[config.mk]
export PLATFORM = sky130hd
export DESIGN_NAME = fetch_unit
export DESIGN_NICKNAME = d
export VERILOG_FILES = /design/src/rtl/risc_pkg.sv /design/src/rtl/fetch_queue.sv /design/src/rtl/fetch_unit.sv
export SDC_FILE = /design/constraint.sdc
export NUM_CORES = 1
export LEC_CHECK = 0
export CAP_MARGIN = 20
export CORE_MARGIN = 2
export CORE_UTILIZATION = 44
export DETAILED_ROUTE_END_ITERATION = 10
export GPL_TIMING_DRIVEN = 0
export PLACE_DENSITY = 0.78
export SLEW_MARGIN = 40
export SYNTH_ARGS = -nofsm -noshare
export SYNTH_HDL_FRONTEND = slang
export SYNTH_SLANG_ARGS = --single-unit
[constraint.sdc]
create_clock -name clk -period 2.7 [get_ports clk]
set_input_delay 0.54 -clock clk [delete_from_list [all_inputs] [get_ports clk]]
set_output_delay 0.54 -clock clk [all_outputs]
set_load 0.02 [all_outputs]
[src/rtl/risc_pkg.sv]
// Shared definitions for the 16-bit core: word width, reset PC and fetch FSM states.
package risc_pkg;

  localparam int unsigned WORD_W = 16;
  localparam logic [WORD_W-1:0] RESET_PC_DEFAULT = '0;

  typedef enum logic [1:0] {
    IDLE = 2'd0,
    WAIT = 2'd1,
    DROP = 2'd2
  } fetch_state_e;

endpackage

[src/rtl/fetch_queue.sv]
// Two-entry {inst, pc} FIFO between instruction memory and decode; flush empties it.
module fetch_queue
  import risc_pkg::*;
#(
  parameter int unsigned W = WORD_W
) (
  input  logic         clk,
  input  logic         rst_n,
  input  logic         push_i,
  input  logic         pop_i,
  input  logic         flush_i,
  input  logic [W-1:0] push_inst_i,
  input  logic [W-1:0] push_pc_i,
  output logic [1:0]   count_o,
  output logic [W-1:0] head_inst_o,
  output logic [W-1:0] head_pc_o
);

  logic [W-1:0] inst_q [2];
  logic [W-1:0] pc_q   [2];
  logic         rd_ptr_q, wr_ptr_q;
  logic [1:0]   count_q, count_d;
  logic         do_push, do_pop;

  assign do_pop  = pop_i && (count_q != 2'd0);
  assign do_push = push_i && ((count_q != 2'd2) || do_pop);

  always_comb begin
    count_d = count_q + 2'(do_push) - 2'(do_pop);
    if (flush_i) count_d = 2'd0;
  end

  always_ff @(posedge clk or negedge rst_n) begin
    if (!rst_n) begin
      for (int i = 0; i < 2; i++) begin
        inst_q[i] <= '0;
        pc_q[i]   <= '0;
      end
      rd_ptr_q <= 1'b0;
      wr_ptr_q <= 1'b0;
      count_q  <= 2'd0;
    end else begin
      count_q <= count_d;
      if (flush_i) begin
        rd_ptr_q <= 1'b0;
        wr_ptr_q <= 1'b0;
      end else begin
        if (do_push) begin
          inst_q[wr_ptr_q] <= push_inst_i;
          pc_q[wr_ptr_q]   <= push_pc_i;
          wr_ptr_q         <= ~wr_ptr_q;
        end
        if (do_pop) rd_ptr_q <= ~rd_ptr_q;
      end
    end
  end

  assign count_o     = count_q;
  assign head_inst_o = inst_q[rd_ptr_q];
  assign head_pc_o   = pc_q[rd_ptr_q];

endmodule

[src/rtl/fetch_unit.sv]
// Instruction fetch stage: fetch PC, req/ack memory handshake with redirect/drop FSM,
// feeding a 2-entry queue toward decode.
module fetch_unit
  import risc_pkg::*;
#(
  parameter int unsigned      size     = WORD_W,
  parameter logic [size-1:0]  RESET_PC = RESET_PC_DEFAULT
) (
  input  logic            clk,
  input  logic            rst_n,
  output logic            imem_req,
  output logic [size-1:0] imem_addr,
  input  logic            imem_ack,
  input  logic [size-1:0] imem_rdata,
  input  logic            redirect,
  input  logic [size-1:0] redirect_pc,
  output logic            inst_valid,
  input  logic            inst_ready,
  output logic [size-1:0] inst,
  output logic [size-1:0] inst_pc
);

  fetch_state_e    state_q, state_d;
  logic [size-1:0] fetch_pc_q, fetch_pc_d;
  logic [size-1:0] addr_q, addr_d;
  logic [1:0]      count, count_post;
  logic            push, pop;

  assign pop  = inst_valid && inst_ready;
  assign push = (state_q == WAIT) && imem_ack && !redirect;

  always_comb begin
    count_post = count + 2'(push) - 2'(pop);
    if (redirect) count_post = 2'd0;
  end

  always_comb begin
    state_d    = state_q;
    fetch_pc_d = fetch_pc_q;
    if (push)     fetch_pc_d = fetch_pc_q + size'(1);
    if (redirect) fetch_pc_d = redirect_pc;
    unique case (state_q)
      IDLE: if (count_post != 2'd2) state_d = WAIT;
      WAIT: begin
        if (imem_ack)      state_d = (count_post == 2'd2) ? IDLE : WAIT;
        else if (redirect) state_d = DROP;
      end
      DROP: if (imem_ack) state_d = WAIT;
      default: state_d = IDLE;
    endcase
    // The abandoned request keeps its address on the bus until memory acks it.
    addr_d = (state_d == DROP) ? addr_q : fetch_pc_d;
  end

  always_ff @(posedge clk or negedge rst_n) begin
    if (!rst_n) begin
      state_q    <= IDLE;
      fetch_pc_q <= RESET_PC;
      addr_q     <= RESET_PC;
    end else begin
      state_q    <= state_d;
      fetch_pc_q <= fetch_pc_d;
      addr_q     <= addr_d;
    end
  end

  fetch_queue #(.W(size)) u_queue (
    .clk         (clk),
    .rst_n       (rst_n),
    .push_i      (push),
    .pop_i       (pop),
    .flush_i     (redirect),
    .push_inst_i (imem_rdata),
    .push_pc_i   (fetch_pc_q),
    .count_o     (count),
    .head_inst_o (inst),
    .head_pc_o   (inst_pc)
  );

  assign imem_req   = (state_q != IDLE);
  assign imem_addr  = addr_q;
  assign inst_valid = (count != 2'd0);

endmodule

# Word level (Yosys, flattened, before mapping)
# Cells that the tools add are included.
dict set report word_totals {
  regBits 102
  input_bits 37
  wordCells 67
}
dict set report op_classes {
  addsub 5
  magnitude_cmp 3
  n_eq_ne 6
  n_mux 24
  bitwise_logic 5
  n_reduce_logical 14
}
# op n
set op_table {}
lappend op_table {{2-to-1 mux 16 bit} 9}
lappend op_table {{bitwise mux 32 bit} 2}
lappend op_table {{adder 16 x 1 -> 16 bit (second input constant)} 1}
lappend op_table {{demux 16 bit (select 1 bit)} 1}
lappend op_table {{2-to-1 mux 2 bit} 6}
lappend op_table {{nonzero test 2 bit} 4}
lappend op_table {{== test 2 bit (second input constant)} 3}
lappend op_table {{logical AND 1 bit} 6}
lappend op_table {{case mux 2 bit (3 select lines)} 1}
lappend op_table {{2-to-1 mux 1 bit} 5}
lappend op_table {{adder 2 x 1 -> 2 bit} 2}
lappend op_table {{greater-or-equal comparator 2 bit (second input constant)} 2}
lappend op_table {{inequality test 2 bit (second input constant)} 2}
lappend op_table {{NOT 1 -> 2 bit} 2}
lappend op_table {{subtractor 2 x 1 -> 2 bit} 2}
lappend op_table {{NOT 1 bit} 3}
lappend op_table {{== test 2 x 1 -> 1 bit (second input constant)} 1}
lappend op_table {{zero test 2 bit} 1}
lappend op_table {{< comparator 2 x 1 -> 1 bit (second input constant)} 1}
lappend op_table {{AND reduction 2 bit} 1}
lappend op_table {{zero test 1 bit} 1}
lappend op_table {{logical OR 1 bit} 1}

# Logic depth before layout (Yosys ltp)
dict set report depth {
  ltp_word 11
  depth_mapped 8
  mapped_depth_nobuf 8
}

# Modules after synthesis
# From an unflattened synthesis, not the netlist that was laid out.
dict set report unflattened {
  hier_cells 357
  area_unflattened_um2 4833.4
}
# mod instances cells_per_inst area_each_um2 seq_area_each_um2
set by_module_without_submodules {}
lappend by_module_without_submodules {fetch_queue 1 193 3096.7 1701.6}
lappend by_module_without_submodules {fetch_unit 1 164 1736.7 850.8}

# Least setup slack after synthesis
# No wires, ideal clock.
dict set report synth_timing {
  path_type {reg-to-reg}
  from {reg u_queue.count_q[1] (netlist: u_queue.count_o[1])}
  to {reg state_q[0]}
  setup_ns 0.128
  arrival_ns 1.775
  t_required_ns 2.572
  setup_slack_ns 0.797
  stages_incl_launch_ff 8
  n_path_buf 0
  synth_period_minus_slack_ns 1.903
  path_cell_list {dfrtp_1 or2_2 and2_1 ha_1 inv_1 ha_1 nor4_1 a21oi_1}
}
dict set report synth_between {
  elab_chain_cells 8
  elab_cells_between_ends 11
  classes_between {add/sub (2); eq/ne (2); mux (5); reduce/logical (2)}
}
# item line_no
set synth_lines {}
lappend synth_lines {{from (decl)} fetch_queue.sv:22} ;# logic [1:0] count_q, count_d;
lappend synth_lines {{from (signal assigned)} fetch_queue.sv:43} ;# count_q <= count_d;
lappend synth_lines {{nonzero test 2 bit (*)} fetch_unit.sv:82} ;# assign inst_valid = (count != 2'd0);
lappend synth_lines {{net inst_valid} fetch_unit.sv:17} ;# output logic inst_valid,
lappend synth_lines {{logical AND 1 bit (*)} fetch_unit.sv:29} ;# assign pop = inst_valid && inst_ready;
lappend synth_lines {{subtractor 2 x 1 -> 2 bit (*)} fetch_unit.sv:33} ;# count_post = count + 2'(push) - 2'(pop);
lappend synth_lines {{2-to-1 mux 2 bit (*)} fetch_unit.sv:34} ;# if (redirect) count_post = 2'd0;
lappend synth_lines {{== test 2 bit} fetch_unit.sv:45} ;# if (imem_ack) state_d = (count_post == 2'd2) ? IDLE : WAIT;
lappend synth_lines {{2-to-1 mux 1 bit} fetch_unit.sv:45}
lappend synth_lines {{2-to-1 mux 2 bit} fetch_unit.sv:45}
lappend synth_lines {{case mux 2 bit (3 select lines) (*)} fetch_unit.sv:42} ;# unique case (state_q)
lappend synth_lines {{net state_d[0]} fetch_unit.sv:23} ;# fetch_state_e state_q, state_d;
lappend synth_lines {{to (signal assigned)} fetch_unit.sv:61} ;# state_q <= state_d;
lappend synth_lines {{to (decl)} fetch_unit.sv:23}
# Mark *: on every way through the listed nets, which the timed path passes. The rest lies on a longest branch.
# A chain may end at the register's enable or synchronous reset.

# Final worst setup path
dict set report layout_timing {
  from {reg u_queue.rd_ptr_q}
  to {out inst_pc[11]}
}
dict set report layout_between {
  elab_chain_cells 4
}
# item line_no
set layout_lines {}
lappend layout_lines {{from (decl)} fetch_queue.sv:21} ;# logic rd_ptr_q, wr_ptr_q;
lappend layout_lines {{from (signal assigned)} fetch_queue.sv:53} ;# if (do_pop) rd_ptr_q <= ~rd_ptr_q;
lappend layout_lines {{NOT 1 -> 2 bit (implied by the code)} fetch_queue.sv:60} ;# assign head_pc_o = pc_q[rd_ptr_q];
lappend layout_lines {{2-to-1 mux 16 bit (implied by the code) (3 in series)} fetch_queue.sv:60}
lappend layout_lines {{to (decl)} fetch_unit.sv:20} ;# output logic [size-1:0] inst_pc
# Every way passes these cells. The select of a mux whose other input is x is not followed.

==> results.md <==
- Clock root cell: clkbuf_8
- Vias: 3,366
- Post-synth ARST share: 100%
- First-pass GRT wire length: 17.3 mm
- CP startpoint kind: register
- Reg2Reg Setup Slack: 0.69 ns
- Hold Crit Class: input pin to async pin
- Syn Nets: 426
- Number of iterations in the first detailed-routing pass: 4
- Sequential area share after synthesis: 52.3%
- # DRC: 0
- I/O Pins: 87
- RD Place Congestion: 0.839
- Nets: 523
- CTS hold repair buffers: 0
- Top Family by Delay on Critical Path: buffers and inverters
- Final Max Slew Viols: 0
- Post-synth EDFFs: 0
- RSZ-0062 raised after global routing: false
- Yosys top cell area share: 52.3%
- Final Power: 6.28 mW
- Max Fanout on Critical Path: 10
- Initial Utilization: 45.0%
- Setup_tns: 0 ns
- Post-DP HPWL: 7.85 mm
- Syn Area/Cell: 12.7 um2
- Layout cell share with drive strength beyond 1: 29.8%
- CTS tree: built
- Synth Instances: 384
- Area Growth Syn to Fin: 25.8%
- Crit path required time: 2.16 ns
- Die span in y: 109 um
- Clk sink count: 102
- Die area: 11,900 um2
- Clock latency on the worst-skew pair: 0.36 ns
- CP cell instances: clkbuf_4 -> mux2_2 -> clkdlybuf4s50_1
- Reg clk slew, reported paths: 0.10 ns
- Worst Path Buf+Inv: 2
- Diodes inserted: 0
- Placeable Area: 10,800 um2
- Max_cap viols: 0
- Detail Route Antenna Nets: 0
- Cell Area, Synth: 4880 um2
- Status: finished, final reports clean
- Non-Filler Instances: 626
- Port bufs: 86
- Rows: 38
- Ys Warns: 0
- Final wirelength: 10.9 mm
- 1st-iter DRT viols: 160
- CP Capture Type: output pin
- VDD IR max: 535 uV
- Synth unique cells: 51
- Max-slew headroom: 64.2%
- CTS Buffer Depth: 2
- Pwr Density: 1020 nW/um2
- Congestion Overflow GR: 0
- Period minus WS final: 2.53 ns
- GRT Overall Usage: 19.2%
- Number of global-route vias before repair: 3,529
- Slew @ Worst Pin: 0.537 ns
- Data arrival, critical path: 1.99 ns
- Via/cell ratio: 5.38
- Period utilisation layout: 93.8%
- Dpl cells: 611
- Slowest stage delay, CP: 0.56 ns
- Clk_skew: 0.00526 ns
- CTS H-tree depth: 3
- Leakage: 2.59 nW
- Cell accounting for the most synthesized area: dfrtp_1
- Setup-failing EPs final: 0
- Die width: 109 um
- Top FF cell, synth: dfrtp_1
- Post-CTS Setup Repair Bufs: 0
- Initial antenna violation count: 0
- Largest net degree at the start of global routing: 58
- Total CTS buffers: 9
- Synth Register Bits: 102
- Final Hold Vio Count: 0
- Synth area leaders: dfrtp_1 52%, mux2_2 24%, mux2i_1 1.4%
- Max Freq: 395 MHz
- WL/cell: 17.4 um
- CP Class: register to output pin
- Slowest cell on crit path: clkdlybuf4s50_1
==> per-stage QoR <==
stage | util [%] | setup slack, ns | hold WS [ns] | instance area [um2]
6_report | 56.6 | 0.167 | 0.0634 | 6140
5_1_grt | 56.6 | 0.0775 | 0.0645 | 6140
4_1_cts | 56.6 | 0.0327 | 0.0580 | 6140
3_5_place_dp | 54.8 | 0.00399 | 0.462 | 5950
3_3_place_gp | 54.5 | -2.54 | 0.464 | 5910
2_1_floorplan | - | 0.797 | 0.244 | 4880
==> layout make-up <==
cell class,instances,area (um2)
fillers,962,4700
inverters,10,37.5
multi-input cells,248,2160
clock inverters,6,45.0
clock buffers,10,138
flip-flops and latches,102,2550
repair buffers,87,893
well taps,140,175
plain buffers,23,135
==> worst paths after layout <==
kind	endpoint	start	depth (start not counted)
max	inst_pc[11]	u_queue.rd_ptr_q	3
min	imem_addr[8]	rst_n	1
max reg2reg	state_q[0]	u_queue.count_o[1]	7
min reg2reg	u_queue.inst_q[16]	u_queue.inst_q[16]	1
max in group asynchronous	u_queue.rd_ptr_q	rst_n	2
min in group clk	u_queue.inst_q[16]	u_queue.inst_q[16]	1
==> per-layer routing <==
layer  global-route usage (%)  share of wire (%)  vias to the layer above
li1                         -                  -                     1573
met1                     25.5                 45                     1692
met3                     3.59                3.9                       20
met4                     7.78                2.4                        0
met2                     31.0                 49                       81
met5                        0                  0                        -
==> cell usage after synthesis, drive strengths merged (2+ instances only) <==
| cell | number |
|---|---|
| mux2i | 7 |
| xor2 | 4 |
| clkbuf | 11 |
| nand2 | 12 |
| xnor2 | 8 |
| nand4 | 4 |
| o31ai | 2 |
| and2 | 6 |
| nor2 | 12 |
| a41oi | 2 |
| or3 | 2 |
| nand3 | 5 |
| and4 | 4 |
| nor3 | 8 |
| nand2b | 8 |
| o21ai | 7 |
| or2 | 2 |
| a21boi | 4 |
| nor4 | 5 |
| o211ai | 2 |
| inv | 10 |
| dfrtp | 102 |
| nor2b | 3 |
| a211oi | 2 |
| buf | 13 |
| a31oi | 4 |
| and3 | 2 |
| mux2 | 105 |
| nand3b | 2 |
| a21oi | 7 |
| ha | 5 |
==> where the power goes <==
| part | total, mW | switching (mW) | internal [mW] |
|---|---|---|---|
| Clock | 0.901 | 0.533 | 0.367 |
| Combinational | 2.92 | 1.29 | 1.63 |
| Sequential | 2.46 | 0.347 | 2.11 |
| Total | 6.28 | 2.17 | 4.11 |
==> state kept, by name, indices dropped and copies added, names as in the netlist <==
name              cells
state_q               2
imem_addr            16
u_queue.rd_ptr_q      1
fetch_pc_q           16
u_queue.count_o       2
u_queue.pc_q         32
u_queue.inst_q       32
u_queue.wr_ptr_q      1
==> cell families after synthesis <==
group	after synthesis	share of synthesized area, %
simple gates	82	10.1
mux	112	25.7
compound gates	37	5.11
buf+inv	34	3.39
xor+xnor	12	2.15
flops	102	52.3
fa+ha+maj	5	1.28
==> cells in the final DEF (no fill, tap or decap), types with 3 or more instances in the layout <==
cell             instances
nand3_1                  5
a31oi_1                  4
mux2i_1                  7
xnor2_1                  8
and2_1                   6
nor2b_1                  3
ha_1                     5
clkdlybuf4s50_1         85
clkbuf_1                 7
nor2_1                  12
nand2_1                 12
nand2b_1                 8
dfrtp_1                101
xor2_1                   4
clkbuf_4                 3
mux2_2                 103
nand4_1                  4
inv_1                    9
nor3_1                   7
and4_1                   4
a21oi_1                  7
o21ai_0                  7
a21boi_0                 4
clkbuf_8                10
buf_4                    9
buf_2                    3
nor4_1                   5
==> what timing repair did <==
action | 4_1_cts | 5_1_grt
gates cloned | 0 | 0
hold endpoints to repair | 0 | 0
resized for setup | 6 | 1
endpoints found under the setup margin | 29 | 14
Note: power is estimated with default switching activity, not from simulation.
